<file path="config.mk">
export PLATFORM = sky130hd
export DESIGN_NAME = dtack_term_sync_flat
export DESIGN_NICKNAME = d
export VERILOG_FILES = /design/src/rtl/dtack_term_sync_if.sv /design/src/rtl/dtack_term_sync.sv /design/src/flat_wrapper.sv
export SDC_FILE = /design/constraint.sdc
export NUM_CORES = 1
export LEC_CHECK = 0
export BUFFER_PORTS_ARGS = -buffer_cell sky130_fd_sc_hd__buf_2
export CAP_MARGIN = 30
export CELL_PAD_IN_SITES_DETAIL_PLACEMENT = 2
export CELL_PAD_IN_SITES_GLOBAL_PLACEMENT = 2
export CORE_ASPECT_RATIO = 0.5
export CORE_MARGIN = 1
export CORE_UTILIZATION = 34
export CTS_CLUSTER_SIZE = 25
export DETAILED_ROUTE_END_ITERATION = 6
export PLACE_DENSITY = 0.74
export RECOVER_POWER = 25
export SYNTH_ARGS = -nofsm -noshare
export SYNTH_HDL_FRONTEND = slang
export SYNTH_SLANG_ARGS = --single-unit
</file>
<file path="constraint.sdc">
create_clock -name i_clkcpu -period 1.75 [get_ports i_clkcpu]
set_input_delay 0.175 -clock i_clkcpu [delete_from_list [all_inputs] [get_ports i_clkcpu]]
set_output_delay 0.175 -clock i_clkcpu [all_outputs]
set_load 0.05 [all_outputs]
</file>
<file path="src/rtl/dtack_term_sync_if.sv">
// dtack_term_sync_if: async 68000 strobes in, cycle termination and status out
interface dtack_term_sync_if;
  logic       as_n;
  logic       dtack_dly_n;
  logic       term_n;
  logic       berr_n;
  logic       busy;
  logic [7:0] waits;
  modport master (output as_n, dtack_dly_n, input term_n, berr_n, busy, waits);
  modport slave  (input as_n, dtack_dly_n, output term_n, berr_n, busy, waits);
endinterface

</file>
<file path="src/rtl/dtack_term_sync.sv">
// dtack_term_sync: syncs AS/DTACK into CLKCPU, one TERM_N strobe per AS cycle; BUS_TIMEOUT_EN adds bus-error timeout
module dtack_term_sync #(
  parameter int SYNC_STAGES = 2,
  parameter int TERM_CYCLES = 1,
  parameter int TIMEOUT     = 200
) (
  input logic              i_clkcpu,
  input logic              i_reset_n,
  dtack_term_sync_if.slave bus
);
`ifdef BUS_TIMEOUT_EN
  typedef enum logic [2:0] {IDLE, WAIT, TERM, RELEASE, BERR} state_t;
`else
  typedef enum logic [2:0] {IDLE, WAIT, TERM, RELEASE} state_t;
`endif
  state_t                 r_state;
  logic [SYNC_STAGES-1:0] r_as_sync;
  logic [SYNC_STAGES-1:0] r_dtk_sync;
  logic [7:0]             r_cnt;
  logic [7:0]             r_waits;
  logic [3:0]             r_tcnt;
  logic                   r_term_n;
  logic                   r_busy;
  logic                   w_as_s;
  logic                   w_dtk_s;
  logic [7:0]             w_cnt_inc;
  if (SYNC_STAGES < 2 || TERM_CYCLES < 1 || TERM_CYCLES > 15 || TIMEOUT < 1 || TIMEOUT > 255) begin : g_bad_params
    $error("dtack_term_sync: parameter out of range");
  end
  assign w_as_s    = r_as_sync[SYNC_STAGES-1];
  assign w_dtk_s   = r_dtk_sync[SYNC_STAGES-1];
  assign w_cnt_inc = (r_cnt == 8'hFF) ? 8'hFF : r_cnt + 8'd1;
  assign bus.term_n = r_term_n;
  assign bus.busy   = r_busy;
  assign bus.waits  = r_waits;
`ifdef BUS_TIMEOUT_EN
  logic r_berr_n;
  assign bus.berr_n = r_berr_n;
`else
  assign bus.berr_n = 1'b1;
`endif
  // shift both async strobes through their synchroniser chains; idle-high on reset
  always_ff @(posedge i_clkcpu) begin
    if (!i_reset_n) begin
      r_as_sync  <= '1;
      r_dtk_sync <= '1;
    end else begin
      r_as_sync  <= {r_as_sync[SYNC_STAGES-2:0], bus.as_n};
      r_dtk_sync <= {r_dtk_sync[SYNC_STAGES-2:0], bus.dtack_dly_n};
    end
  end
  // per-AS-cycle FSM with registered strobe, status and wait count
  always_ff @(posedge i_clkcpu) begin
    if (!i_reset_n) begin
      r_state  <= IDLE;
      r_cnt    <= '0;
      r_tcnt   <= '0;
      r_term_n <= 1'b1;
      r_busy   <= 1'b0;
      r_waits  <= '0;
`ifdef BUS_TIMEOUT_EN
      r_berr_n <= 1'b1;
`endif
    end else begin
      case (r_state)
        IDLE: if (!w_as_s) begin
          r_state <= WAIT;
          r_cnt   <= '0;
          r_busy  <= 1'b1;
        end
        WAIT: begin
          r_cnt <= w_cnt_inc;
          if (w_as_s) begin
            r_state <= IDLE;
            r_busy  <= 1'b0;
          end else if (!w_dtk_s) begin
            r_state  <= TERM;
            r_term_n <= 1'b0;
            r_waits  <= w_cnt_inc;
            r_tcnt   <= '0;
          end
`ifdef BUS_TIMEOUT_EN
          else if (r_cnt == 8'(TIMEOUT)) begin
            r_state  <= BERR;
            r_berr_n <= 1'b0;
            r_waits  <= 8'hFF;
          end
`endif
        end
        TERM: if (r_tcnt == 4'(TERM_CYCLES - 1)) begin
          r_state  <= RELEASE;
          r_term_n <= 1'b1;
        end else begin
          r_tcnt <= r_tcnt + 4'd1;
        end
        RELEASE: if (w_as_s && w_dtk_s) begin
          r_state <= IDLE;
          r_busy  <= 1'b0;
        end
`ifdef BUS_TIMEOUT_EN
        BERR: if (w_as_s) begin
          r_state  <= IDLE;
          r_berr_n <= 1'b1;
          r_busy   <= 1'b0;
        end
`endif
        default: begin
          r_state  <= IDLE;
          r_term_n <= 1'b1;
          r_busy   <= 1'b0;
        end
      endcase
    end
  end
endmodule

</file>
<file path="src/flat_wrapper.sv">
// flat-port wrapper written by rule: the top's interface ports become plain ports
module dtack_term_sync_flat 
#(
  parameter int SYNC_STAGES = 2,
  parameter int TERM_CYCLES = 1,
  parameter int TIMEOUT     = 200
)
  (i_clkcpu, i_reset_n, bus_as_n, bus_dtack_dly_n, bus_term_n, bus_berr_n, bus_busy, bus_waits);
  dtack_term_sync_if bus_i ();
  input logic i_clkcpu;
  input logic i_reset_n;
  input wire logic [$bits(bus_i.as_n)-1:0] bus_as_n;
  input wire logic [$bits(bus_i.dtack_dly_n)-1:0] bus_dtack_dly_n;
  output wire logic [$bits(bus_i.term_n)-1:0] bus_term_n;
  output wire logic [$bits(bus_i.berr_n)-1:0] bus_berr_n;
  output wire logic [$bits(bus_i.busy)-1:0] bus_busy;
  output wire logic [$bits(bus_i.waits)-1:0] bus_waits;
  assign bus_i.as_n = bus_as_n;
  assign bus_i.dtack_dly_n = bus_dtack_dly_n;
  assign bus_term_n = bus_i.term_n;
  assign bus_berr_n = bus_i.berr_n;
  assign bus_busy = bus_i.busy;
  assign bus_waits = bus_i.waits;
  dtack_term_sync #(.SYNC_STAGES(SYNC_STAGES), .TERM_CYCLES(TERM_CYCLES), .TIMEOUT(TIMEOUT)) u_core (.i_clkcpu(i_clkcpu), .i_reset_n(i_reset_n), .bus(bus_i));
endmodule
</file>
### After elaboration in Yosys (flattened, before gate mapping)

Index checks and enable logic that the tools add are counted.

* register bits: 29
* input bits: 4
* output and inout port bits: 11
* word-level logic and storage cells: 59

* add/sub/neg operators: 2
* equality and inequality tests: 12
* mux-type cells: 21
* bitwise operators: 4
* reduce and logical (&&, ||, !) cells: 12

Operators by type and width (number)
* $mux 8: 2
* $pmux 8 s2: 1
* $reduce_and 4->1: 4
* $mux 3: 5
* $mux 4: 3
* $pmux 3 s4: 1
* $add 8x1->8 const B: 1
* $eq 8x8->1 const B: 1
* $ne 2x2->1 const B: 4
* $pmux 4 s2: 1
* $eq 3x2->1 const B: 2
* $mux 1: 6
* $ne 2x1->1 const B: 3
* $add 4x1->4 const B: 1
* $logic_not 4->1: 1
* $not 1->1: 4
* $pmux 1 s4: 1
* $reduce_bool 2->1: 2
* $eq 3x1->1 const B: 1
* $logic_not 3->1: 1
* $ne 3x2->1 const B: 1
* $pmux 1 s3: 1
* $reduce_and 3->1: 1
* $reduce_and 2->1: 1
* other kinds (2): 2

### Logic depth before layout (Yosys ltp)

Gate-level depths: netlist of the first run.

* depth after elaboration: 4
* depth in mapped cells: 7
* mapped depth without buffers: 6

### Least setup slack after synthesis of the first run

OpenSTA, ideal clock, no wires.

* kind: register to register
* start: register u_core.r_state[0]
* end: register u_core.r_tcnt[0]
* setup time: 0.123 ns
* arrival time: 1.455 ns
* required time: 1.627 ns
* path slack: 0.172 ns
* cell stages (with the launch flop): 7
* path buffers: 0
* period minus slack after synthesis: 1.578 ns
* cell sequence: dfxtp_1 > inv_1 > ha_1 > and4bb_2 > nor3_1 > nand2b_1 > a21oi_1

* word-level cells in the longest chain between the ends: 3
* elaborated cells between the ends (all ways): 8
* classes of those cells: 5 x eq/ne; 1 x mux; 2 x reduce/logical

RTL lines
* start: declaration: line dtack_term_sync.sv:16 `state_t r_state;`
* start signal: assignment: line dtack_term_sync.sv:55 `r_state <= IDLE;`
* start signal: assignment: line dtack_term_sync.sv:67 `r_state <= WAIT;`
* start signal: assignment: line dtack_term_sync.sv:74 `r_state <= IDLE;`
* $eq 3x2->1 or $eq 3x1->1 (tied branches): line dtack_term_sync.sv:65 `case (r_state)`
* $ne 2x2->1 (no line) or $reduce_bool 2->1 (tied branches)
* $reduce_and 4->1 (no line)
* end signal: assignment: line dtack_term_sync.sv:94 `r_tcnt <= r_tcnt + 4'd1;`
* end: declaration: line dtack_term_sync.sv:21 `logic [3:0] r_tcnt;`

Several ways; a longest one is shown, not always the timed one.
A chain may end at the register's enable or synchronous reset.

### Final worst setup path of the first run

* start: register u_core.r_state[1]
* end: register u_core.r_state[0]

* word-level cells in the longest chain between the ends: 3
* elaborated cells between the ends (all ways): 10
* classes of those cells: 7 x eq/ne; 1 x mux; 2 x reduce/logical

RTL lines (line)
* $eq 3x1->1, or another cell as far along: dtack_term_sync.sv:65
* $ne 3x2->1 (no line), or another cell as far along
* $reduce_and 4->1 (no line)

Several ways; a longest one is shown, not always the timed one.

==> results of run 1 <==
-- cells by family after synthesis --
family | Yosys count | synth area share, %
simple gates | 58 | 23.82
compound gates | 50 | 21.24
flops | 28 | 39.82
buf+inv | 17 | 5.244
fa+ha+maj | 8 | 7.111
xor+xnor | 4 | 2.489
other cells | 1 | 0.2664
-- flip-flops by register name (all words and copies together), names as in the netlist --
name / cells
u_core.bus.waits: 8
u_core.r_cnt: 8
u_core.r_tcnt: 4
u_core.r_as_sync: 2
u_core.r_dtk_sync: 2
u_core.r_state: 2
u_core.bus.busy: 1
u_core.bus.term_n: 1
-- through the flow --
| step | util, % | TNS (ns) | instances |
|---|---|---|---|
| floorplan | - | 0 | 166 |
| global placement | 40.24 | 0 | 236 |
| detailed placement | 40.24 | 0 | 236 |
| CTS | 41.42 | 0 | 239 |
| global route | 41.96 | -0.003821 | 240 |
| finish | 41.96 | 0 | 240 |
-- cell usage after synthesis, drive strengths merged (3+ instances only) --
cell | instances | area share, %
xnor2 | 3 | 1.9
nand2b | 6 | 2.7
o21ai | 16 | 5.7
nand3 | 10 | 3.6
nor3 | 3 | 1.1
or4 | 3 | 1.6
ha | 8 | 7.1
o31ai | 4 | 2.1
dfxtp | 28 | 40
nand2 | 9 | 2.4
inv | 10 | 2.7
nor2 | 10 | 2.7
a31oi | 5 | 2.2
a21oi | 15 | 5.3
buf | 5 | 2.0
-- final cells by class --
type                       count  area, um^2  area share [%]
clock buffer                   3       41.29           2.508
inverter                      10       37.54           2.280
timing repair buffer          24       143.9           8.739
tap                           54       67.56           4.103
sequential                    28       563.0           34.19
multi-input combinational    121       793.3           48.18
-- what timing repair did --
| action | in CTS | in global routing |
|---|---|---|
| resized for setup | 1 | 6 |
| cloned | 0 | 1 |
| hold buffers | 0 | 0 |
| endpoints found under the hold margin | 0 | 0 |
| setup endpoints to repair | 1 | 12 |
| setup buffers | 0 | 0 |
-- report_power, final --
part / switching (W) / total (W) / internal, W
Clock: 0.000211 / 0.000366 / 0.000155
Combinational: 0.000123 / 0.000199 / 0.0000758
Sequential: 0.0000135 / 0.000664 / 0.000650
-- final timing paths --
check        slack (ns)                  end           startpoint
max                0.11    u_core.r_state[0]    u_core.r_state[1]
min                0.07  u_core.r_as_sync[0]             bus_as_n
max reg2reg        0.11    u_core.r_state[0]    u_core.r_state[1]
min reg2reg        0.42  u_core.r_as_sync[1]  u_core.r_as_sync[0]
-- worst max-delay path: cells and delay by family, from the launching register on --
kind | cells | cell delay, ns
flops | 1 | 0.35
simple gates | 1 | 0.48
buf+inv | 1 | 0.06
compound gates | 3 | 0.45
fa+ha+maj | 1 | 0.22
-- per-layer routing --
| layer | vias to the layer above | share of wire (%) |
|---|---|---|
| met2 | 15 | 47 |
| met4 | 0 | 0.65 |
| met5 | - | 0 |
| li1 | 637 | - |
| met3 | 2 | 3.3 |
| met1 | 644 | 49 |
==> flow_metrics.tcl, run 1 <==
set metrics [dict create \
    status "completed" \
    final_common_cell "dfxtp_1" \
    ys_seq_elements 28 \
    portBuffers 13 \
    grt_use_met2_pct 33.38 \
    cts_root_buf "clkbuf_8" \
    max_freq_mhz 611.1 \
    ff2ff_path_depth 6 \
    htreeDepth 1 \
    grt_pass1_vias 1230 \
    start_util_pct 35.87 \
    cp_max_fo 4 \
    drc_errors 0 \
    final_nets 200 \
    hp-class "primary input to flip-flop" \
    grt_antenna_before_repair 0 \
    cap_violations 0 \
    synthArstFlopShare_pct 0 \
    period_minus_slack_ns 1.637 \
    postSynthAreaPerCell_um2 8.480 \
    path_cells "inv_1 -> ha_1 -> a21oi_1 -> o211ai_2 -> or4_1 -> a21oi_1" \
    synth-main-ff-cell "dfxtp_1" \
    ant_nets 0 \
    use_met1_pct 23.63 \
    dp_hpwl_um 2745 \
    worstPathArrival_ns 1.85 \
    cpPeakStageDelay_ns 0.48 \
    routabilityCongestion 0.7801 \
    synth_nets 178 \
    grt_pass1_wl_um 6044 \
    worstPathRequired_ns 1.96 \
    hold_viol_final 0 \
    netlist_instances 166 \
    met3_usage_pct 4.762 \
    cts_tree "done" \
    core_mm2 0.003924 \
    clk_latency_ns 0.28 \
    fin_crit_sh_pct 93.52 \
    vias_per_cell 5.408 \
    p_leak_nw 0.5995 \
    power_density_mw_per_mm2 746.0 \
    vdd_drop_max_uv 224.4 \
    hold-worst-slack_ns 0.07063 \
    stdcell_area_mm2 0.001647 \
    clkSinkCount 28 \
    setup_ws_ns 0.1135 \
    drt_pass1_iterations 4 \
    busiest_layer "met2" \
    syn_area_mm2 0.001408 \
    clk_pin_slew_ns 0.10 \
    row_count 16 \
    syn2layout_area_growth_pct 16.98 \
    io_pins 15 \
    grt_use_total_pct 18.83 \
    maxSlewHeadroom_pct 60.72 \
    fillCellCount 475 \
    crit_top_cell "a21oi_1" \
    grt_max_degree 15 \
    drt_iter0_markers 15 \
    fp.dieW_um 93.00 \
    via_count 1298 \
    synth_cell_types 42 \
    crit_type "flip-flop to flip-flop" \
    worstSetupStartpointType "flip-flop" \
    min_path_cells 2 \
    routed_wl_um 3870 \
    yosysWarnings 0 \
    cts_inserted_buffers 3 \
    die_h_um 47.50 \
    cts_buffer_depth 2 \
    synth-edff-count 0 \
    slowest_stage "or4_1" \
    power_w 0.001228 \
    wl_per_cell_um 16.13 \
    cp-end-kind "flip-flop" \
    diodes 0 \
    grt-ovfl-total 0 \
    most-common-layout-cells "dfxtp_1 (26), o21ai_0 (15), a21oi_1 (15)" \
    drive_gt1_share_pct 18.82 \
    slew_viol_final 0 \
    finalClockSkew_ns 0.005587 \
    dieArea_mm2 0.004417 \
    worst_slew_pin_slew_ns 0.5918 \
    setup_viol 0 \
    placed_area_mm2 0.001579 \
    place_ws_ns 0.009266 \
    ys_seq_area_share_pct 39.82 \
]
Power figures use the tool's default switching activity.
==> inputs of run 2 (changes only) <==
--- a/config.mk
+++ b/config.mk
@@ -11,10 +11,11 @@
 export CELL_PAD_IN_SITES_GLOBAL_PLACEMENT = 2
 export CORE_ASPECT_RATIO = 0.5
 export CORE_MARGIN = 1
-export CORE_UTILIZATION = 34
+export CORE_UTILIZATION = 36
+export CTS_BUF_LIST = sky130_fd_sc_hd__clkbuf_4
 export CTS_CLUSTER_SIZE = 25
 export DETAILED_ROUTE_END_ITERATION = 6
-export PLACE_DENSITY = 0.74
+export PLACE_DENSITY = 0.78
 export RECOVER_POWER = 25
 export SYNTH_ARGS = -nofsm -noshare
 export SYNTH_HDL_FRONTEND = slang
==> run 2 against run 1 <==
Register-to-register slack got worse by 0.05 ns. Largest power group unchanged. Worst hold slack got worse by 0.042 ns. Final area is 0.38% lower. Via count down 2.2%. Core utilization increased by 3.8 points. Global-route usage up 1.8 points. Critical path depth unchanged. Non-clock buffer count is 2 lower. Clock power down 20%. Clock skew increased by 0.0050 ns.
==> flow_metrics.tcl, run 2 (synthesis results as in run 1) <==
set metrics [dict create \
    status "completed" \
    diodes 0 \
    hp-class "primary input to flip-flop" \
    worstPathArrival_ns 1.97 \
    fin_crit_sh_pct 96.33 \
    grt_pass1_vias 1323 \
    ant_nets 0 \
    crit_top_cell "inv_1" \
    finalClockSkew_ns 0.01061 \
    fillCellCount 408 \
    period_minus_slack_ns 1.686 \
    worstPathRequired_ns 2.03 \
    grt-ovfl-total 0 \
    clk_pin_slew_ns 0.15 \
    grt_antenna_before_repair 0 \
    critPathBufInv 2 \
    drive_gt1_share_pct 22.70 \
    cpPeakStageDelay_ns 0.52 \
    max_freq_mhz 593.2 \
    final_common_cell "dfxtp_1" \
    dp_hpwl_um 2902 \
    portBuffers 13 \
    p_leak_nw 0.5746 \
    grt_use_total_pct 20.67 \
    htreeDepth 1 \
    crit_family "simple AND/OR/NAND/NOR gates" \
    crit_type "flip-flop to flip-flop" \
    post_cts_buffers 0 \
    most-common-layout-cells "dfxtp_1 (26), o21ai_0 (15), a21oi_1 (12)" \
    maxSlewHeadroom_pct 60.36 \
    syn2layout_area_growth_pct 16.53 \
    worst_slew_pin_slew_ns 0.5972 \
    fp.dieW_um 90.43 \
    worstSetupStartpointType "flip-flop" \
    routed_wl_um 3922 \
    grt_pass1_wl_um 6513 \
    cts_root_buf "clkbuf_4" \
    path_cells "inv_1 -> ha_1 -> inv_1 -> nor2_1 -> or4_4 -> a21oi_2" \
    io_pins 15 \
    hold_viol_final 0 \
    drt_pass1_iterations 4 \
    stdcell_area_mm2 0.001640 \
    cts_buffer_depth 2 \
    finalSetupTns_ns 0 \
    clkSinkCount 28 \
    final_nets 198 \
    slew_viol_final 0 \
    clk_latency_ns 0.35 \
    row_count 15 \
    core_mm2 0.003585 \
    cts_inserted_buffers 3 \
    rsz0062_at_grt "true" \
    drt_iter0_markers 38 \
    drc_errors 0 \
    power_w 0.001174 \
    cp_max_fo 5 \
    vdd_drop_max_uv 254.6 \
    die_h_um 46.22 \
    power_density_mw_per_mm2 715.7 \
    start_util_pct 39.27 \
    routabilityCongestion 0.7516 \
    vias_per_cell 5.381 \
    wl_per_cell_um 16.62 \
    slowest_stage "or4_4" \
    cap_violations 0 \
    cts_tree "done" \
    via_count 1270 \
    setup_viol 0 \
    dieArea_mm2 0.004179 \
    cp-end-kind "flip-flop" \
    grt_max_degree 25 \
    placed_area_mm2 0.001560 \
]
==> run 2: cell types whose count changed in the layout (fill, tap and decap cells not counted), sizes merged <==
cell           previous run  this run
clkbuf                    9         7
dlygate4sd3               0         1
clkinv                    0         1
clkdlybuf4s15             1         0
==> run 2: timing repair <==
action                                 in CTS  in global routing
setup endpoints to repair                   5                  9
gates cloned                                0                  0
gates resized for setup                     4                 11
hold buffers                                1                  0
endpoints found under the hold margin       1                  0
==> run 2: where the power goes <==
group          leakage, nW  internal, W  switching [W]
logic                0.332    0.0000803       0.000137
clock network       0.0154    0.0000841       0.000208
registers            0.228     0.000651      0.0000139
==> run 2: area by class of cell <==
class | count | area [um^2] | area share, %
timing repair buffer | 22 | 130.1 | 7.933
multi-input combinational | 121 | 819.5 | 49.96
clock buffer | 3 | 22.52 | 1.373
inverter | 10 | 37.54 | 2.288
clock inverter | 1 | 3.754 | 0.2288
tap | 51 | 63.81 | 3.890
sequential | 28 | 563.0 | 34.33
==> run 2: stage by stage <==
step / setup WS [ns] / util [%] / hold slack [ns] / cells
after floorplan: 0.1719 / - / 0.2480 / 166
after global placement: 0.07349 / 43.53 / 0.3552 / 231
after detailed placement: -0.01507 / 43.53 / 0.3645 / 231
after CTS: 0.01320 / 44.89 / 0.02337 / 236
after global routing: -0.01836 / 45.76 / 0.01489 / 236
final: 0.06428 / 45.76 / 0.02877 / 236
==> run 2: path summary, 6_finish.rpt <==
kind / slack (ns) / startpoint / cells past startpoint / end
max: 0.06 / u_core.r_state[0] / 6 / u_core.r_state[0]
min: 0.03 / bus_as_n / 2 / u_core.r_as_sync[0]
min reg2reg: 0.45 / u_core.r_as_sync[0] / 1 / u_core.r_as_sync[1]
max reg2reg: 0.06 / u_core.r_state[0] / 6 / u_core.r_state[0]
==> run 2: per-layer routing <==
metal | vias to the layer above | GRT usage (%) | share of wire (%)
met3 | 5 | 5.116 | 2.2
met5 | - | 0 | 0
met4 | 0 | 4.516 | 0.79
met2 | 13 | 36.95 | 47
li1 | 631 | - | -
met1 | 621 | 26.14 | 50
